--- config.mk ---
export PLATFORM = sky130hd
export DESIGN_NAME = halt_dump_unit_flat
export DESIGN_NICKNAME = d
export VERILOG_FILES = /design/src/rtl/halt_dump_unit_if.sv /design/src/rtl/halt_dump_unit.sv /design/src/flat_wrapper.sv
export SDC_FILE = /design/constraint.sdc
export NUM_CORES = 1
export LEC_CHECK = 0
export CORE_ASPECT_RATIO = 1.5
export CORE_MARGIN = 5
export CORE_UTILIZATION = 47
export CTS_CLUSTER_DIAMETER = 40
export DETAILED_ROUTE_END_ITERATION = 8
export HOLD_SLACK_MARGIN = 0.12
export PLACE_DENSITY = 0.75
export SLEW_MARGIN = 15
export SYNTH_ARGS = -nofsm -noshare
export SYNTH_HDL_FRONTEND = slang
export SYNTH_SLANG_ARGS = --single-unit
--- constraint.sdc ---
create_clock -name CLK -period 2.4 [get_ports CLK]
set_input_delay 0.48 -clock CLK [delete_from_list [all_inputs] [get_ports CLK]]
set_output_delay 0.48 -clock CLK [all_outputs]
set_load 0.05 [all_outputs]
--- src/rtl/halt_dump_unit_if.sv ---
// halt_dump_unit_if -- output stream of the halt dump unit.
//
// Carries one dumped word per beat using a valid/ready handshake. A beat is
// transferred on a rising clock edge where out_valid && out_ready.
//   out_valid  producer -> consumer  beat fields below are valid
//   out_ready  consumer -> producer  consumer accepts the beat
//   out_data   producer -> consumer  dumped value
//   out_tag    producer -> consumer  0 = memory word, 1 = register
//   out_index  producer -> consumer  memory address or register number
//   out_last   producer -> consumer  final beat of the dump
interface halt_dump_unit_if #(
  parameter int DATA_W = 16
);
  logic              out_valid;
  logic              out_ready;
  logic [DATA_W-1:0] out_data;
  logic              out_tag;
  logic [7:0]        out_index;
  logic              out_last;

  modport master (
    output out_valid,
    output out_data,
    output out_tag,
    output out_index,
    output out_last,
    input  out_ready
  );

  modport slave (
    input  out_valid,
    input  out_data,
    input  out_tag,
    input  out_index,
    input  out_last,
    output out_ready
  );
endinterface

--- src/rtl/halt_dump_unit.sv ---
// halt_dump_unit -- end-of-run dump of data memory and register file.
//
// When the CPU halt indicator falls, the unit walks data-memory words
// 0..MEM_WORDS-1 and then registers 0..REG_COUNT-1, streaming each value over
// the out_bus valid/ready interface. The dump runs exactly once per reset.
//
// Ports:
//   CLK        system clock
//   rst        synchronous active-high reset
//   do_halt    CPU halt indicator; a 1->0 transition starts the dump
//   mem_addr   data-memory read address (synchronous read, 1-cycle latency)
//   mem_rdata  data-memory read data
//   reg_addr   register-file debug read address
//   reg_rdata  register-file read data, combinational from reg_addr
//   out_bus    output stream (master side)
//   busy       high from trigger until the last beat is accepted
//   done       high after a completed dump, held until rst
module halt_dump_unit #(
  parameter int MEM_WORDS = 16,
  parameter int REG_COUNT = 8,
  parameter int DATA_W    = 16
) (
  input  logic                CLK,
  input  logic                rst,
  input  logic                do_halt,
  output logic [7:0]          mem_addr,
  input  logic [DATA_W-1:0]   mem_rdata,
  output logic [2:0]          reg_addr,
  input  logic [DATA_W-1:0]   reg_rdata,
  halt_dump_unit_if.master    out_bus,
  output logic                busy,
  output logic                done
);

  typedef enum logic [2:0] {
    IDLE,
    MEM_REQ,
    MEM_WAIT,
    MEM_SEND,
    REG_SEND,
    DONE
  } state_t;

  localparam logic [7:0] MEM_LAST = 8'(MEM_WORDS - 1);
  localparam logic [7:0] REG_LAST = 8'(REG_COUNT - 1);

  state_t            state_reg, state_next;
  logic              halt_q_reg;
  logic [7:0]        idx_reg, idx_next;
  logic [7:0]        mem_addr_reg, mem_addr_next;
  logic [2:0]        reg_addr_reg, reg_addr_next;
  // Low on the first REG_SEND cycle, which captures register 0.
  logic              reg_loaded_reg, reg_loaded_next;
  logic              out_valid_reg, out_valid_next;
  logic [DATA_W-1:0] out_data_reg, out_data_next;
  logic              out_tag_reg, out_tag_next;
  logic [7:0]        out_index_reg, out_index_next;
  logic              out_last_reg, out_last_next;

  logic              trigger;
  logic              accept;
  logic [7:0]        idx_inc;
  logic              reg_lookahead;

  assign trigger = halt_q_reg & ~do_halt;
  assign accept  = out_valid_reg & out_bus.out_ready;
  assign idx_inc = idx_reg + 8'd1;

  // To sustain one register beat per cycle, the register file is addressed
  // with the next index during the accepting cycle, so its data is ready to be
  // captured at the same edge. While stalled the address stays at idx.
  assign reg_lookahead = (state_reg == REG_SEND) && reg_loaded_reg &&
                         accept && !out_last_reg;

  assign mem_addr = mem_addr_reg;
  assign reg_addr = reg_lookahead ? idx_inc[2:0] : reg_addr_reg;

  assign out_bus.out_valid = out_valid_reg;
  assign out_bus.out_data  = out_data_reg;
  assign out_bus.out_tag   = out_tag_reg;
  assign out_bus.out_index = out_index_reg;
  assign out_bus.out_last  = out_last_reg;

  assign busy = (state_reg != IDLE) && (state_reg != DONE);
  assign done = (state_reg == DONE);

  always_comb begin
    state_next      = state_reg;
    idx_next        = idx_reg;
    mem_addr_next   = mem_addr_reg;
    reg_addr_next   = reg_addr_reg;
    reg_loaded_next = reg_loaded_reg;
    out_valid_next  = out_valid_reg;
    out_data_next   = out_data_reg;
    out_tag_next    = out_tag_reg;
    out_index_next  = out_index_reg;
    out_last_next   = out_last_reg;

    case (state_reg)
      IDLE: begin
        if (trigger) begin
          idx_next      = 8'd0;
          mem_addr_next = 8'd0;
          state_next    = MEM_REQ;
        end
      end

      // mem_addr already holds idx; the memory samples it at the end of
      // this cycle.
      MEM_REQ: begin
        state_next = MEM_WAIT;
      end

      MEM_WAIT: begin
        out_data_next  = mem_rdata;
        out_valid_next = 1'b1;
        out_tag_next   = 1'b0;
        out_index_next = idx_reg;
        out_last_next  = 1'b0;
        state_next     = MEM_SEND;
      end

      MEM_SEND: begin
        if (accept) begin
          out_valid_next = 1'b0;
          if (idx_reg == MEM_LAST) begin
            idx_next        = 8'd0;
            reg_addr_next   = 3'd0;
            reg_loaded_next = 1'b0;
            state_next      = REG_SEND;
          end else begin
            idx_next      = idx_inc;
            mem_addr_next = idx_inc;
            state_next    = MEM_REQ;
          end
        end
      end

      REG_SEND: begin
        if (!reg_loaded_reg) begin
          out_data_next   = reg_rdata;
          out_valid_next  = 1'b1;
          out_tag_next    = 1'b1;
          out_index_next  = idx_reg;
          out_last_next   = (idx_reg == REG_LAST);
          reg_loaded_next = 1'b1;
        end else if (accept) begin
          if (out_last_reg) begin
            out_valid_next = 1'b0;
            out_last_next  = 1'b0;
            state_next     = DONE;
          end else begin
            // reg_rdata already reflects idx+1 through the lookahead address.
            idx_next       = idx_inc;
            reg_addr_next  = idx_inc[2:0];
            out_data_next  = reg_rdata;
            out_index_next = idx_inc;
            out_last_next  = (idx_inc == REG_LAST);
          end
        end
      end

      // Terminal until rst: later halt edges are ignored.
      DONE: begin
        out_valid_next = 1'b0;
      end

      default: begin
        state_next = IDLE;
      end
    endcase
  end

  always_ff @(posedge CLK) begin
    if (rst) begin
      state_reg      <= IDLE;
      halt_q_reg     <= 1'b0;
      idx_reg        <= 8'd0;
      mem_addr_reg   <= 8'd0;
      reg_addr_reg   <= 3'd0;
      reg_loaded_reg <= 1'b0;
      out_valid_reg  <= 1'b0;
      out_data_reg   <= '0;
      out_tag_reg    <= 1'b0;
      out_index_reg  <= 8'd0;
      out_last_reg   <= 1'b0;
    end else begin
      state_reg      <= state_next;
      halt_q_reg     <= do_halt;
      idx_reg        <= idx_next;
      mem_addr_reg   <= mem_addr_next;
      reg_addr_reg   <= reg_addr_next;
      reg_loaded_reg <= reg_loaded_next;
      out_valid_reg  <= out_valid_next;
      out_data_reg   <= out_data_next;
      out_tag_reg    <= out_tag_next;
      out_index_reg  <= out_index_next;
      out_last_reg   <= out_last_next;
    end
  end

endmodule

--- src/flat_wrapper.sv ---
// flat-port wrapper written by rule: the top's interface ports become plain ports
module halt_dump_unit_flat 
#(
  parameter int MEM_WORDS = 16,
  parameter int REG_COUNT = 8,
  parameter int DATA_W    = 16
)
  (CLK, rst, do_halt, mem_addr, mem_rdata, reg_addr, reg_rdata, busy, done, out_bus_out_valid, out_bus_out_data, out_bus_out_tag, out_bus_out_index, out_bus_out_last, out_bus_out_ready);
  halt_dump_unit_if #(.DATA_W(DATA_W)) out_bus_i ();
  input  logic CLK;
  input  logic rst;
  input  logic do_halt;
  output logic [7:0] mem_addr;
  input  logic [DATA_W-1:0] mem_rdata;
  output logic [2:0] reg_addr;
  input  logic [DATA_W-1:0] reg_rdata;
  output logic busy;
  output logic done;
  output wire logic [$bits(out_bus_i.out_valid)-1:0] out_bus_out_valid;
  output wire logic [$bits(out_bus_i.out_data)-1:0] out_bus_out_data;
  output wire logic [$bits(out_bus_i.out_tag)-1:0] out_bus_out_tag;
  output wire logic [$bits(out_bus_i.out_index)-1:0] out_bus_out_index;
  output wire logic [$bits(out_bus_i.out_last)-1:0] out_bus_out_last;
  input wire logic [$bits(out_bus_i.out_ready)-1:0] out_bus_out_ready;
  assign out_bus_out_valid = out_bus_i.out_valid;
  assign out_bus_out_data = out_bus_i.out_data;
  assign out_bus_out_tag = out_bus_i.out_tag;
  assign out_bus_out_index = out_bus_i.out_index;
  assign out_bus_out_last = out_bus_i.out_last;
  assign out_bus_i.out_ready = out_bus_out_ready;
  halt_dump_unit #(.MEM_WORDS(MEM_WORDS), .REG_COUNT(REG_COUNT), .DATA_W(DATA_W)) u_core (.CLK(CLK), .rst(rst), .do_halt(do_halt), .mem_addr(mem_addr), .mem_rdata(mem_rdata), .reg_addr(reg_addr), .reg_rdata(reg_rdata), .out_bus(out_bus_i), .busy(busy), .done(done));
endmodule
==> results of run 1 <==
path summary, 6_finish.rpt:
check	endpoint	from	slack, ns
min	u_core.out_bus.out_data[15]	u_core.out_bus.out_data[15]	0.50
max	reg_addr[2]	out_bus_out_ready	0.04
max reg2reg	u_core.idx_reg[5]	u_core.idx_reg[0]	0.22
min reg2reg	u_core.out_bus.out_data[15]	u_core.out_bus.out_data[15]	0.50
power by group:
| group | internal [W] | total [W] | switching (W) |
|---|---|---|---|
| logic | 0.000914 | 0.00252 | 0.00160 |
| registers | 0.00111 | 0.00135 | 0.000242 |
| clock network | 0.000338 | 0.000619 | 0.000282 |
| total | 0.00236 | 0.00449 | 0.00213 |
layer usage:
| layer | up-vias | global-route usage (%) |
|---|---|---|
| li1 | 1297 | - |
| met1 | 1233 | 23.2 |
| met2 | 92 | 35.1 |
| met3 | 25 | 4.07 |
| met4 | 0 | 12.3 |
| met5 | - | 0 |
worst max-delay path: stages:
cell	delay, ns
clkdlybuf4s50_1	0.55
and2_1	0.22
nand2_1	0.18
o21ai_1	0.28
buf_12	0.17
layout make-up:
type                       count  share of cell area (%)
timing repair buffer          91                    25.3
tap                           70                    2.41
multi-input combinational    246                    40.4
inverter                       4                   0.413
sequential                    51                    28.2
clock buffer                   6                    2.27
clock inverter                 2                   0.964
cells by family (layout without fill, tap and decap cells):
logic type      Yosys count  after routing
fa+ha+maj                 2              2
mux                       3              3
buf+inv                  32            103
compound gates           81             81
simple gates            146            146
xor+xnor                 14             14
flops                    51             51
cells in the final DEF (no fill, tap or decap), types with 3 or more instances in the layout:
master / instances
o21ai_0: 6
o21ai_1: 9
xor2_1: 5
nor3_1: 6
a2bb2oi_1: 4
a22oi_1: 7
nor2_1: 53
buf_12: 5
a21o_1: 3
buf_4: 16
nand2_1: 52
a21oi_1: 16
dfxtp_2: 4
mux2i_1: 3
nand3_1: 4
dfxtp_1: 47
clkdlybuf4s50_1: 70
xnor2_1: 9
a211oi_1: 7
or3_1: 4
inv_1: 4
a311oi_1: 17
clkbuf_8: 6
timing repair:
action                                  in CTS  in global routing
endpoints found under the setup margin       3                  3
setup buffers                                0                  0
resized for setup                            5                  2
gates cloned                                 0                  0
metrics by stage:
| stage | util (%) | instances | instance area [sq um] | power (W) | hold slack, ns |
|---|---|---|---|---|---|
| 2_1_floorplan | - | 329 | 2630 | 0.00305 | 0.456 |
| 3_3_place_gp | 64.4 | 462 | 3510 | 0.00384 | 0.479 |
| 3_5_place_dp | 64.4 | 462 | 3510 | 0.00388 | 0.480 |
| 4_1_cts | 66.6 | 470 | 3630 | 0.00451 | 0.502 |
| 5_1_grt | 66.7 | 470 | 3630 | 0.00473 | 0.530 |
| 6_report | 66.7 | 470 | 3630 | 0.00449 | 0.499 |
==> key figures, run 1 <==
Run status
  • Outcome: complete, no violations

Global routing
  • Global-route wire length before repair: 11800 um
  • Grt total ovfl: 0
  • Largest net degree at the start of global routing: 48
  • Initial antenna violation count: 0
  • Gr usage total: 20.4%
  • Vias in the first global route: 2549

Power
  • Leak: 1.32 nW
  • PwrDens: 1230 nW/um^2
  • Worst vdd ir: 0.664 mV

Die
  • Die Y: 101 um
  • Core Area: 5450 sq um
  • Initial core utilization: 48.1%
  • Num rows: 33
  • Die W: 71.0 um
  • DIE AREA: 7200 sq um
  • Top-level I/O count: 76

Timing
  • Worst slew pin tran: 0.517 ns
  • F_max: 424 MHz
  • Crit share post-route: 98.2%
  • Final Setup Violations: 0
  • Slew margin rel.: 65.4%
  • Final setup margin: 0.0439 ns
  • Max-slew violation count: 0
  • Final Hold Vio Count: 0
  • Setup tns final: 0 ns
  • Final Critical Period: 2.36 ns
  • Setup Skew: 0.00419 ns
  • RSZ-0062 raised after global routing: yes

Critical path
  • Crit path DAT: 1.88 ns
  • CP endpoint kind: output pin
  • Max FO, Critical Path: 8
  • Crit start category: input pin
  • CP required: 1.92 ns
  • Crit Path Class: in2out
  • R2R depth: 6

Clock tree
  • Root Buffer: clkbuf_8
  • TritonCTS buffer count: 5
  • H-tree lvl count: 2
  • # hold bufs at CTS: 0
  • CTS tree: built
  • Worst-path clk slew: 0.09 ns
  • Clock sinks: 51
  • Max Root-Sink Buffers: 2
  • Clk_lat worst skew: 0.30 ns

Finish
  • Multi-input gate area: 1470 sq um
  • Register Area: 1030 sq um
  • Number of flip-flops in the largest register: 16
  • Antenna Cells: 0
  • Share of layout cells above drive strength 1: 11.0%
  • Layout fillers: 493
  • Synthesis-to-finish area growth: 38.7%
  • Fin nets: 437

Yosys
  • Post-synth cell types: 49
  • XOR/XNOR Fraction of Synth Area: 4.68%
  • Simple-Gate Fraction of Synth Area: 26.9%
  • Post-synth top cells: 53 x nor2_1, 52 x nand2_1, 51 x dfxtp_1, 17 x a21oi_1, 17 x a311oi_1
  • Yosys top cell area share: 38.9%
  • Dominant cells by area after synthesis: dfxtp_1 39%, nor2_1 7.6%, nand2_1 7.4%
  • Post-synth top flop: dfxtp_1
  • Seq/Total Area, Yosys: 38.9%
  • Syn Nets: 367
  • Synth Register Bits: 51
  • Largest family of logic cells by synthesized area: simple AND/OR/NAND/NOR gates
  • Most common cell in the synthesized netlist: nor2_1
  • Gate Count Post-Synth: 329
  • YS warnings: 0
  • Post-synth EDFFs: 0
  • Adder-Cell Fraction of Synth Area: 0.955%
  • Post-synthesis cell area: 2620 sq um
  • Asr flop ratio synth: 0%
  • Syn_area_per_cell: 7.97 sq um
  • Cell accounting for the most synthesized area: dfxtp_1
  • Multiplexer area fraction after synthesis: 1.15%
  • Compound-gate portion of the synthesized area: 21.4%

Detailed routing
  • DR top layer: met4
  • DR pass1 iterations: 4
  • Met3 wire len: 396 um
  • Final antenna-violating net count: 0
  • Met2 WL post-DR: 3490 um
  • Mean number of vias per cell: 5.63
  • DR vias: 2647
  • Detailed Route WL: 7270 um
  • Routed length on met1: 3020 um
  • # DRC: 0
  • Post-DR wirelength/cell: 15.5 um
  • Initial DRC Count: 85

Worst hold path
  • WHS Path Cells: 2
  • Worst min-delay path class: reg2reg

Placement
  • Pre-CTS setup slack: -0.0210 ns
  • GPL Wtd Cong: 0.881
  • Port Buffers: 75
  • Final HPWL DP: 5180 um

Run
  • Max-capacitance violation count: 0
(Power assumes the default switching activity.)
==> run 2, diff against run 1 <==
--- a/config.mk
+++ b/config.mk
@@ -5,7 +5,6 @@
 export SDC_FILE = /design/constraint.sdc
 export NUM_CORES = 1
 export LEC_CHECK = 0
-export CORE_ASPECT_RATIO = 1.5
 export CORE_MARGIN = 5
 export CORE_UTILIZATION = 47
 export CTS_CLUSTER_DIAMETER = 40
==> run 2 against run 1 <==
Critical endpoint unchanged. Final cell count up 0.85%. Clock skew up 0.0015 ns. Critical path depth down 1. Power about the same. Sequential share of layout area down 0.26 points. Worst setup slack better by 0.076 ns. Wire length up 3.2%.
==> key figures, run 2 (synthesized netlist as in run 1, its figures left out) <==
Detailed routing
  • Post-DR wirelength/cell: 15.8 um (was 15.5 um)
  • Initial DRC Count: 130 (was 85)
  • DR vias: 2679 (was 2647)
  • Mean number of vias per cell: 5.65 (was 5.63)
  • Detailed Route WL: 7500 um (was 7270 um)
  • DR pass1 iterations: 6 (was 4)
  • # DRC: 0 (unchanged)
  • Final antenna-violating net count: 0 (unchanged)

Timing
  • F_max: 439 MHz (was 424 MHz)
  • RSZ-0062 raised after global routing: no (was yes)
  • Setup Skew: 0.00568 ns (was 0.00419 ns)
  • Final Critical Period: 2.28 ns (was 2.36 ns)
  • Worst Hold Slack: 0.500 ns (was 0.499 ns)
  • Final setup margin: 0.120 ns (was 0.0439 ns)
  • Slew margin rel.: 62.7% (was 65.4%)
  • Final Setup Violations: 0 (unchanged)
  • Max-slew violation count: 0 (unchanged)
  • Worst slew pin tran: 0.558 ns (was 0.517 ns)
  • Final Hold Vio Count: 0 (unchanged)
  • Crit share post-route: 95.0% (was 98.2%)

Critical path
  • Crit Path Class: reg2out (was in2out)
  • Max FO, Critical Path: 10 (was 8)
  • R2R Setup Slk: 0.21 ns (was 0.22 ns)
  • Crit-path slowest cell: dfxtp_1 (was clkdlybuf4s50_1)
  • Worst Setup EP: reg_addr[2] (unchanged)
  • Worst Setup SP: u_core.idx_reg[0] (was out_bus_out_ready)
  • RR Endpoint: u_core.idx_reg[5] (unchanged)
  • RR Startpoint: u_core.idx_reg[0] (unchanged)
  • Crit start category: flip-flop (was input pin)
  • Max stage delay on crit path: 0.49 ns (was 0.55 ns)
  • Crit path DAT: 1.80 ns (was 1.88 ns)
  • CP endpoint kind: output pin (unchanged)
  • CP required: 1.92 ns (about the same)
  • R2R depth: 6 (unchanged)
  • Worst-path cell chain: ha_1 -> xnor2_1 -> o21ai_2 -> buf_12 (was clkdlybuf4s50_1 -> and2_1 -> nand2_1 -> o21ai_1 -> buf_12)

Finish
  • Share of layout cells above drive strength 1: 10.9% (was 11.0%)
  • Most common cell after layout, fill and taps aside: clkdlybuf4s50_1 (unchanged)
  • Most frequent cells in the layout: 70 x clkdlybuf4s50_1, 53 x nor2_1, 51 x nand2_1, 51 x dfxtp_1, 19 x buf_4 (was 70 x clkdlybuf4s50_1, 53 x nor2_1, 52 x nand2_1)
  • Synthesis-to-finish area growth: 39.3% (was 38.7%)
  • Number of flip-flops in the largest register: 16 (unchanged)
  • Fin nets: 440 (was 437)
  • Antenna Cells: 0 (unchanged)
  • Post-Layout Inst Area: 3650 sq um (was 3630 sq um)

Die
  • Initial core utilization: 47.9% (was 48.1%)
  • Die W: 84.7 um (was 71.0 um)
  • Top-level I/O count: 76 (unchanged)
  • DIE AREA: 7170 sq um (was 7200 sq um)
  • Die Y: 84.7 um (was 101 um)
  • Num rows: 27 (was 33)
  • Core Area: 5470 sq um (was 5450 sq um)

Run
  • Max-capacitance violation count: 0 (unchanged)

Placement
  • Pre-CTS setup slack: 0.0229 ns (was -0.0210 ns)
  • GPL Wtd Cong: 0.898 (was 0.881)
  • Placed instance area: 3530 sq um (was 3510 sq um)
  • Final HPWL DP: 5400 um (was 5180 um)
  • Port Buffers: 75 (unchanged)

Power
  • Worst vdd ir: 0.701 mV (was 0.664 mV)
  • PwrDens: 1230 nW/um^2 (about the same)
  • Leak: 1.33 nW (was 1.32 nW)

Clock tree
  • Root Buffer: clkbuf_8 (unchanged)
  • Clock sinks: 51 (unchanged)
  • Clk_lat worst skew: 0.30 ns (about the same)
  • Max Root-Sink Buffers: 2 (unchanged)
  • Worst-path clk slew: 0.09 ns (about the same)
  • TritonCTS buffer count: 5 (unchanged)
  • H-tree lvl count: 2 (unchanged)
  • CTS tree: built (unchanged)

Global routing
  • Global-route wire length before repair: 12800 um (was 11800 um)
  • Vias in the first global route: 2638 (was 2549)
  • Gr usage total: 21.4% (was 20.4%)
  • Initial antenna violation count: 0 (unchanged)
  • Grt total ovfl: 0 (unchanged)
  • Largest net degree at the start of global routing: 48 (unchanged)

Worst hold path
  • Worst min-delay path class: reg2reg (unchanged)

Run status
  • Outcome: complete, no violations (unchanged)
[run 2: cell types whose count changed in the layout (fill, tap and decap cells not counted), moves of 3 or more]
cell / previous run / this run
o21ai_2: 1 / 4
o21ai_1: 9 / 6
dfxtp_1: 47 / 51
dfxtp_2: 4 / 0
buf_4: 16 / 19
[run 2: layout make-up]
| type | count | area, sq um |
|---|---|---|
| repair buffers | 94 | 943 |
| fillers | 476 | 1820 |
| clock buffers | 6 | 72.6 |
| inverters | 4 | 15.0 |
| well taps | 72 | 90.1 |
| clock inverters | 1 | 30.0 |
| multi-input cells | 246 | 1480 |
| flip-flops and latches | 51 | 1020 |
[run 2: repair_timing]
action                     in CTS  in global routing
hold buffers                    0                  0
setup endpoints to repair       2                  3
buffers inserted                0                  0
gates resized for setup         2                  4
[run 2: where the power goes]
group	internal (W)	switching, W	leakage [nW]	total, W
sequential	0.00110	0.000201	0.416	0.00130
combinational	0.000939	0.00166	0.867	0.00260
clock	0.000306	0.000273	0.0513	0.000579
total	0.00235	0.00214	1.33	0.00448
[run 2: per-layer routing]
layer | vias up | part of all wire [%] | global-route usage (%)
met5 | - | 0 | 0
met4 | 0 | 1.8 | 5.47
met3 | 17 | 8.4 | 5.69
met2 | 119 | 45 | 34.9
met1 | 1241 | 45 | 28.0
li1 | 1302 | - | -
[run 2: worst min-delay path by stage]
| stage | from | endpoint | slack [ns] | cells after the start |
|---|---|---|---|---|
| 2_1_floorplan | u_core.reg_addr_reg[1] | u_core.reg_addr_reg[1] | 0.46 | 2 |
| 3_3_place_gp | u_core.mem_addr[1] | u_core.mem_addr[1] | 0.48 | 2 |
| 3_5_place_dp | u_core.reg_addr_reg[0] | u_core.reg_addr_reg[0] | 0.49 | 2 |
| 4_1_cts | u_core.out_bus.out_data[9] | u_core.out_bus.out_data[9] | 0.50 | 2 |
| 5_1_grt | u_core.out_bus.out_data[4] | u_core.out_bus.out_data[4] | 0.52 | 2 |
| 6_report | u_core.out_bus.out_data[9] | u_core.out_bus.out_data[9] | 0.50 | 2 |
[run 2: through the flow]
stage	utilization, %	std cells	power, W	setup TNS, ns
after floorplan	-	329	0.00305	-0.709
after global placement	64.6	467	0.00387	0
after detailed placement	64.6	467	0.00391	0
after CTS	66.5	474	0.00450	0
after global routing	66.7	474	0.00472	0
final	66.7	474	0.00448	0
[run 2: worst max-delay path: cells and delay by family, from the launching register on]
kind	cells	cell delay [ns]
buffers and inverters	1	0.16
DFF	1	0.49
adders and majority gates	1	0.47
xor gates and xnor gates	1	0.20
AOI/OAI and AO/OA	1	0.19
==> run 3, diff against run 2 <==
--- a/config.mk
+++ b/config.mk
@@ -5,10 +5,13 @@
 export SDC_FILE = /design/constraint.sdc
 export NUM_CORES = 1
 export LEC_CHECK = 0
+export CAP_MARGIN = 20
 export CORE_MARGIN = 5
-export CORE_UTILIZATION = 47
+export CORE_UTILIZATION = 63
 export CTS_CLUSTER_DIAMETER = 40
+export CTS_CLUSTER_SIZE = 16
 export DETAILED_ROUTE_END_ITERATION = 8
+export DONT_BUFFER_PORTS = 1
 export HOLD_SLACK_MARGIN = 0.12
 export PLACE_DENSITY = 0.75
 export SLEW_MARGIN = 15
==> run 3 against run 2 <==
Die area is 23% lower. Non-clock buffer count is 79 lower. Sequential cell count unchanged. Critical path type unchanged. Critical endpoint is now reg_addr[1]. Largest power group is now sequential cells. Highest routed layer unchanged.
==> key figures, run 3 (synthesized netlist as in run 1, its figures left out) <==
Finish
  • Most frequent cells in the layout: 53 x nor2_1, 52 x nand2_1, 48 x dfxtp_1 (was 70 x clkdlybuf4s50_1, 53 x nor2_1, 51 x nand2_1, 51 x dfxtp_1, 19 x buf_4)
  • Post-Layout Cell Count: 374 (was 474)
  • Fin nets: 361 (was 440)
  • Post-Layout Inst Area: 2790 sq um (was 3650 sq um)
  • Most common cell after layout, fill and taps aside: nor2_1 (was clkdlybuf4s50_1)
  • Number of flip-flops in the largest register: 16 (unchanged)
  • Synthesis-to-finish area growth: 6.35% (was 39.3%)
  • Share of layout cells above drive strength 1: 11.1% (was 10.9%)
  • Antenna Cells: 0 (unchanged)

Global routing
  • Largest net degree at the start of global routing: 52 (was 48)
  • Gr usage total: 22.1% (was 21.4%)
  • Grt total ovfl: 0 (unchanged)
  • Global-route wire length before repair: 9840 um (was 12800 um)
  • Vias in the first global route: 2101 (was 2638)
  • Initial antenna violation count: 0 (unchanged)

Power
  • Clk pwr share: 13.5% (was 12.9%)
  • Flop pwr share: 54.2% (was 29.1%)
  • Leak: 1.02 nW (was 1.33 nW)
  • Sw Share: 53.0% (was 47.6%)
  • Worst vdd ir: 0.676 mV (was 0.701 mV)
  • PwrDens: 1380 nW/um^2 (was 1230 nW/um^2)
  • P_int: 0.00180 W (was 0.00235 W)
  • NetSw: 0.00203 W (was 0.00214 W)
  • Combinational Power Share: 32.2% (was 58.0%)

Run status
  • Outcome: complete, no violations (unchanged)

Detailed routing
  • Post-DR wirelength/cell: 16.4 um (was 15.8 um)
  • Detailed Route WL: 6130 um (was 7500 um)
  • DR pass1 iterations: 4 (was 6)
  • Mean number of vias per cell: 6.14 (was 5.65)
  • # DRC: 0 (unchanged)
  • DR vias: 2298 (was 2679)
  • Final antenna-violating net count: 0 (unchanged)
  • Initial DRC Count: 208 (was 130)

Timing
  • Final Critical Period: 2.22 ns (was 2.28 ns)
  • Setup Skew: 0.0100 ns (was 0.00568 ns)
  • Max-slew violation count: 0 (unchanged)
  • RSZ-0062 raised after global routing: no (unchanged)
  • Slew margin rel.: 43.2% (was 62.7%)
  • Final setup margin: 0.184 ns (was 0.120 ns)
  • Worst Hold Slack: 0.226 ns (was 0.500 ns)
  • Worst slew pin tran: 0.846 ns (was 0.558 ns)
  • Crit share post-route: 92.3% (was 95.0%)
  • Final Hold Vio Count: 0 (unchanged)
  • Final Setup Violations: 0 (unchanged)
  • Setup tns final: 0 ns (unchanged)
  • F_max: 451 MHz (was 439 MHz)

Clock tree
  • Clock sinks: 51 (unchanged)
  • CTS tree: built (unchanged)
  • H-tree lvl count: 2 (unchanged)
  • Worst-path clk slew: 0.10 ns (was 0.09 ns)
  • Clk_lat worst skew: 0.31 ns (was 0.30 ns)
  • TritonCTS buffer count: 5 (unchanged)
  • Root Buffer: clkbuf_8 (unchanged)
  • # hold bufs at CTS: 0 (unchanged)
  • Max Root-Sink Buffers: 2 (unchanged)

Critical path
  • CP endpoint kind: output pin (unchanged)
  • Crit start category: flip-flop (unchanged)
  • CP required: 1.92 ns (about the same)
  • RR Endpoint: u_core.idx_reg[5] (unchanged)
  • Crit path DAT: 1.74 ns (was 1.80 ns)
  • R2R depth: 6 (unchanged)
  • Crit Path Class: reg2out (unchanged)
  • R2R Setup Slk: 0.28 ns (was 0.21 ns)
  • RR Startpoint: u_core.idx_reg[0] (unchanged)
  • Max FO, Critical Path: 6 (was 10)

Worst hold path
  • WHS Endpoint: u_core.out_bus.out_data[14] (was u_core.out_bus.out_data[9])
  • Worst Hold Launch: rst (was u_core.out_bus.out_data[9])
  • WHS Path Cells: 1 (was 2)
  • Worst min-delay path class: in2reg (was reg2reg)

Die
  • Core Area: 4030 sq um (was 5470 sq um)
  • Die W: 74.5 um (was 84.7 um)
  • Die Y: 74.5 um (was 84.7 um)
  • Initial core utilization: 65.1% (was 47.9%)
  • DIE AREA: 5550 sq um (was 7170 sq um)
  • Num rows: 23 (was 27)
  • Top-level I/O count: 76 (unchanged)

Placement
  • Final HPWL DP: 4410 um (was 5400 um)
  • GPL Wtd Cong: 0.890 (was 0.898)
  • Placed cells: 366 (was 467)
  • Port Buffers: 0 (was 75)
  • Pre-CTS setup slack: 0.245 ns (was 0.0229 ns)
  • Placed instance area: 2690 sq um (was 3530 sq um)

Run
  • Max-capacitance violation count: 0 (unchanged)
==> run 3: cell types whose count changed in the layout (fill, tap and decap cells not counted) <==
cell             delta
bufinv_16           -1
buf_12              -4
inv_6               +2
nand2_2             -1
clkdlybuf4s50_1    -70
dfxtp_2             +3
clkbuf_1            -1
buf_4               -5
dfxtp_1             -3
o21ai_1             +3
nand2_1             +1
clkinv_4            +1
o21ai_2             -3
==> run 3: cell type report <==
type / instances / area, sq um
inverter: 4 / 15.0
multi-input combinational: 246 / 1470
timing repair buffer: 15 / 125
tap: 50 / 62.6
fill: 351 / 1240
clock inverter: 3 / 26.3
clock buffer: 5 / 68.8
sequential: 51 / 1020
==> run 3: power by group through the flow <==
stage | logic, W | clock network, W | registers [W]
6_report | 0.00124 | 0.000518 | 0.00208
5_1_grt | 0.00138 | 0.000569 | 0.00212
4_1_cts | 0.00124 | 0.000533 | 0.00208
3_5_place_dp | 0.00124 | 0 | 0.00210
3_3_place_gp | 0.00122 | 0 | 0.00209
2_1_floorplan | 0.000993 | 0 | 0.00205
==> run 3: repair_timing <==
item | in CTS | in global routing
setup buffers | 0 | 0
endpoints found under the setup margin | 0 | 6
resized for setup | 0 | 3
==> run 3: metal layers <==
layer / routed length, um / track usage [%] / share of wire [%]
met1: 2720 / 29.2 / 44
met2: 2740 / 35.7 / 45
met3: 628 / 6.08 / 10
met4: 46 / 5.93 / 0.75
met5: 0 / 0 / 0
==> run 3: stage by stage <==
| step | power, W | utilization, % |
|---|---|---|
| after floorplan | 0.00305 | - |
| after global placement | 0.00330 | 66.7 |
| after detailed placement | 0.00334 | 66.7 |
| after global routing | 0.00407 | 69.2 |
| after CTS | 0.00385 | 69.1 |
| final | 0.00383 | 69.2 |
==> run 3: worst max-delay path by stage <==
stage | from | to | slack [ns] | depth (start not counted)
after global routing | u_core.reg_loaded_reg | reg_addr[0] | 0.06 | 5
after floorplan | u_core.state_reg[1] | reg_addr[0] | -0.33 | 5
after detailed placement | u_core.state_reg[1] | u_core.idx_reg[4] | 0.25 | 5
after global placement | u_core.state_reg[1] | u_core.idx_reg[2] | 0.38 | 5
final | u_core.idx_reg[0] | reg_addr[1] | 0.18 | 5
after CTS | u_core.state_reg[1] | reg_addr[0] | 0.04 | 6
==> run 3: worst max-delay path, stage by stage, from the launching register on <==
cell and delay [ns]:
dfxtp_1 0.44, buf_4 0.18, inv_1 0.08, ha_1 0.37, o21ai_1 0.15, buf_4 0.21
==> RTL edit 1, RTL diff (settings of run 1) <==
`DATA_W` is set to 16 in 3 places; all go to 32.
--- a/src/rtl/halt_dump_unit_if.sv
+++ b/src/rtl/halt_dump_unit_if.sv
@@ -9,7 +9,7 @@
 //   out_index  producer -> consumer  memory address or register number
 //   out_last   producer -> consumer  final beat of the dump
 interface halt_dump_unit_if #(
-  parameter int DATA_W = 16
+  parameter int DATA_W = 32
 );
   logic              out_valid;
   logic              out_ready;
--- a/src/rtl/halt_dump_unit.sv
+++ b/src/rtl/halt_dump_unit.sv
@@ -18,7 +18,7 @@
 module halt_dump_unit #(
   parameter int MEM_WORDS = 16,
   parameter int REG_COUNT = 8,
-  parameter int DATA_W    = 16
+  parameter int DATA_W    = 32
 ) (
   input  logic                CLK,
   input  logic                rst,
--- a/src/flat_wrapper.sv
+++ b/src/flat_wrapper.sv
@@ -3,7 +3,7 @@
 #(
   parameter int MEM_WORDS = 16,
   parameter int REG_COUNT = 8,
-  parameter int DATA_W    = 16
+  parameter int DATA_W    = 32
 )
   (CLK, rst, do_halt, mem_addr, mem_rdata, reg_addr, reg_rdata, busy, done, out_bus_out_valid, out_bus_out_data, out_bus_out_tag, out_bus_out_index, out_bus_out_last, out_bus_out_ready);
   halt_dump_unit_if #(.DATA_W(DATA_W)) out_bus_i ();
Interface: changed (resized mem_rdata, out_bus_out_data and reg_rdata); port bits go from 76 to 124. No check against the original RTL was run, so the function may have changed too.
==> RTL edit 1 against run 1 <==
- clock skew grew 0.0036 ns
- area after synthesis is 25% higher
- highest routed layer unchanged
- worst setup slack better by 0.022 ns
- count of clock-buffer cells in the layout is 3 higher
- routed wire length grew 40%
- critical path type is now reg2out
- sequential cell count rose by 16
- design area grew 36%
Power is not compared: it rests on default switching activity, and its combinational part moved more than twofold at a synthesized area within 25%.
==> RTL edit 1: results (changes against run 1) <==
Global routing
  – Largest net degree at the start of global routing: 58 (was 48)
  – Vias in the first global route: 3,272 (was 2,549)

Setup path
  – Worst reg2reg path endpoint: u_core.idx_reg[4] (was u_core.idx_reg[5])
  – Critical path endpoint: reg_addr[0] (was reg_addr[2])
  – Source of the worst register-to-register timing path: u_core.state_reg[0] (was u_core.idx_reg[0])
  – CP Launch Type: flop (was input pin)
  – Critical path's slowest cell: dfxtp_2 (was clkdlybuf4s50_1)
  – Critical path arrival: 1.85 ns (was 1.88 ns)
  – Critical path's top delay family: simple AND/OR/NAND/NOR gates (was buffers and inverters)

Worst hold path
  – Hold depth: 1 (was 2)
  – Sink of the worst hold path: u_core.mem_addr[1] (was u_core.out_bus.out_data[15])
  – Hold path startpoint: u_core.mem_addr[1] (was u_core.out_bus.out_data[15])

Layout
  – Inverters: 6 (was 4)
  – Final standard cell count with taps included and fillers excluded: 606 (was 470)
  – Fraction of standard cell area in multi-input logic: 35.9% (was 40.4%)
  – Final sequential cell count: 67 (was 51)
  – Final core area utilization: 72.6% (was 66.7%)
  – Sequential cell area share: 27.2% (was 28.2%)
  – Number of nets in the final layout: 593 (was 437)
  – FILL cells: 562 (was 493)
  – Flip-flop count of the largest register after layout: 32 (was 16)
  – Clock-cell share: 5.82% (was 3.24%)

Logic synthesis
  – Commonest cells post-synth: nand2_1, dfxtp_1, nor2_1 (was nor2_1, nand2_1, dfxtp_1)
  – Post-synth net total: 473 (was 367)
  – Unique cell type count in the Yosys netlist: 52 (was 49)

Place
  – Placed Area: 4610 µm² (was 3510 µm²)
  – Post-Place Setup Slack: 0.0213 ns (was -0.0210 ns)
  – Dpl cells: 587 (was 462)
  – Post-detail-place hpwl: 7160 µm (was 5180 µm)

Clock network
  – Number of buffers created by CTS: 9 (was 5)
  – Post-CTS Resized: 2 (was 5)
  – Clock slew at the register clock pins of the worst setup and hold paths: 0.07 ns (was 0.09 ns)
  – Clock insertion delay at the later pin of the skew report: 0.36 ns (was 0.30 ns)
  – CTS H-tree depth: 3 (was 2)

Routing
  – Total number of vias: 3,378 (was 2,647)
  – Starting DRT DRC Count: 198 (was 85)
  – Average routed wire per standard cell: 16.8 µm (was 15.5 µm)

STA
  – Actual transition at the worst max-transition pin: 0.640 ns (was 0.517 ns)
  – Peak Freq: 428 MHz (was 424 MHz)

Outcome
  – Run status: complete, no violations (unchanged)
RTL edit 1: changes by cell type after synthesis, sizes merged, moves of 5 or more:
cell	run 1	this run
a21oi	17	12
a22o	0	6
dfxtp	51	67
buf	17	10
o21ai	16	10
nand2	52	81
clkbuf	11	24
a311oi	17	32
a22oi	7	1
RTL edit 1: kinds of logic after synthesis:
| family | Yosys count | synth area share (%) |
|---|---|---|
| AOI/OAI and AO/OA | 90 | 21.1 |
| xor gates and xnor gates | 15 | 4.01 |
| adders and majority gates | 2 | 0.764 |
| buffers and inverters | 40 | 5.50 |
| DFF | 67 | 41.0 |
| muxes | 2 | 0.764 |
| and+or+nand+nor | 187 | 26.9 |
RTL edit 1: routing by layer:
layer  wire, µm  vias up  track usage (%)
li1           -     1670                -
met1       4100     1559             27.0
met2       5200      123             38.5
met3        588       26             5.62
met4        309        0             10.6
met5          0        -                0
==> RTL edit 2, RTL diff (settings of run 1) <==
Made on the original files. Reset style: asynchronous (`rst`), changed in one clocked block. Comments in the files are not updated.
--- a/src/rtl/halt_dump_unit.sv
+++ b/src/rtl/halt_dump_unit.sv
@@ -171,7 +171,7 @@
     endcase
   end
 
-  always_ff @(posedge CLK) begin
+  always_ff @(posedge CLK or posedge rst) begin
     if (rst) begin
       state_reg      <= IDLE;
       halt_q_reg     <= 1'b0;
Behaviour: differs if rst is asserted again (counterexample within 4 cycles, from zero or initial values and one cycle with rst high); with rst held inactive, the same outputs for 10 cycles.
==> RTL edit 2 against run 1 <==
- sequential cell count stayed put
- cell count is 3.8% lower
- routed wire length decreased by 2.0%
- clock skew is 0.0049 ns higher
- hold slack worse by 0.029 ns
- power rose by 3.1%
- utilization fell by 0.40 points
- area after synthesis up 5.6%
- worst setup slack improved by 0.022 ns
- sequential power is 4% lower
- design area up 5.5%
- highest routed layer unchanged
==> RTL edit 2: results (changes against run 1) <==
Worst hold path
  – Worst Hold Class: in2async (was reg2reg)

Clock network
  – CTS H-tree depth: 2 (unchanged)

Logic synthesis
  – Cell types occupying the most area after synthesis: dfrtp_1, o21ai_1, nand2_1, mux2i_1, xnor2_1 (was dfxtp_1, nor2_1, nand2_1, a311oi_1, a21oi_1)
  – Fraction of the mapped netlist area in adder cells: 0.904% (was 0.955%)
  – Post-synthesis compound-gate area fraction: 18.8% (was 21.4%)
  – Unique cell type count in the Yosys netlist: 43 (was 49)
  – Post-synth net total: 339 (was 367)
  – Async set-reset flop share out of synthesis: 100% (was 0%)
  – Most used DFF post-synth: dfrtp_1 (was dfxtp_1)
  – Post-synthesis sequential area ratio: 46.1% (was 38.9%)
  – Commonest cells post-synth: dfrtp_1, nand2_1, o21ai_1 (was nor2_1, nand2_1, dfxtp_1)
  – XOR/XNOR Fraction of Synth Area: 4.11% (was 4.68%)

Setup path
  – Register-to-register setup slack: 0.46 ns (was 0.22 ns)
  – Critical path arrival: 1.85 ns (was 1.88 ns)
  – Source of the worst register-to-register timing path: u_core.state_reg[2] (was u_core.idx_reg[0])

Pwr
  – Leakage power: 1.61 nW (was 1.32 nW)
  – Peak supply drop: 0.751 mV (was 0.664 mV)

Outcome
  – Run status: complete, no violations (unchanged)

Layout
  – FILL cells: 505 (was 493)
  – Share of post-route cells with drive strength above 1: 11.3% (was 11.0%)
  – Final instance area: 3830 µm² (was 3630 µm²)

Place
  – Post-detail-place hpwl: 5430 µm (was 5180 µm)
  – Placed Area: 3690 µm² (was 3510 µm²)
  – GPL Wtd Cong: 0.878 (was 0.881)

Global routing
  – Vias in the first global route: 2,550 (was 2,549)
  – Initial antenna violation count: 0 (unchanged)
  – Global-route wire length before repair: 12,000 µm (was 11,800 µm)
  – Global Route Usage Sum: 19.7% (was 20.4%)
  – Largest net degree at the start of global routing: 49 (was 48)

Routing
  – Average routed wire per standard cell: 15.7 µm (was 15.5 µm)
  – First drt pass iteration count: 4 (unchanged)
  – Starting DRT DRC Count: 157 (was 85)

STA
  – Worst clock skew: 0.00912 ns (was 0.00419 ns)
  – Max-slew headroom at the worst pin: 64.8% (was 65.4%)
## RTL edit 2: changes by cell type after synthesis, sizes merged, moves of 7 or more
| cell | delta |
|---|---|
| a211oi | -8 |
| a21o | +8 |
| a22oi | -7 |
| a311oi | -17 |
| dfrtp | +51 |
| dfxtp | -51 |
| mux2i | +13 |
| nand2 | -7 |
| nor2 | -36 |
| o21ai | +27 |
## RTL edit 2: final cells by class
type                            count  share of cell area, %
Timing Repair Buffer               92                   24.5
Clock buffer                        5                   1.79
Clock inverter                      3                   1.14
Multi-Input combinational cell    225                   36.5
Inverter                            4                  0.392
Sequential cell                    51                   33.3
Tap cell                           72                   2.35
## RTL edit 2: final timing paths
check / end / cells after the start
max in group asynchronous: u_core.idx_reg[0] / 3
min: u_core.reg_loaded_reg / 2
max reg2reg: u_core.state_reg[0] / 4
max: reg_addr[2] / 7
min in group CLK: u_core.reg_addr_reg[2] / 1
min reg2reg: u_core.reg_addr_reg[2] / 1
## RTL edit 2: power by group
group          internal (mW)  total [mW]  switching, mW  leakage [nW]
Combinational           1.04        2.73           1.69         0.890
Clock                  0.311       0.603          0.292        0.0581
Sequential              1.11        1.29          0.186         0.663
Total                   2.45        4.62           2.17          1.61
## RTL edit 2: metrics by stage
stage / setup WS (ns) / instances / hold WS, ns
after floorplan: 0.236 / 301 / 0.450
after global placement: 0.0291 / 443 / 0.463
after detailed placement: 0.0104 / 443 / 0.470
after CTS: 0.00357 / 451 / 0.477
after global routing: 0.00916 / 452 / 0.497
final: 0.0656 / 452 / 0.470
## RTL edit 2: critical path, cell delays in order
cell             delay [ns]
clkdlybuf4s50_1        0.48
and3b_1                0.21
nand4_1                0.11
buf_4                  0.20
nor2_2                 0.09
a21o_1                 0.14
buf_12                 0.14
## RTL edit 2: repair_timing
item,4_1_cts,5_1_grt
buffers inserted,0,1
endpoints found under the setup margin,1,3
gates resized for setup,1,5
pin swaps,0,0
## RTL edit 2: logic make-up (layout without fill, tap and decap cells)
kind of cell / Yosys count / count (layout)
muxes: 17 / 17
adders and majority gates: 2 / 2
buffers and inverters: 25 / 104
AOI/OAI and AO/OA: 83 / 83
and+or+nand+nor: 110 / 110
DFF: 51 / 51
xor gates and xnor gates: 13 / 13
## RTL edit 2: layer usage
layer	wire, µm	GRT usage [%]
met1	2740	23.4
met2	3650	33.4
met3	551	4.55
met4	180	7.65
met5	0	0
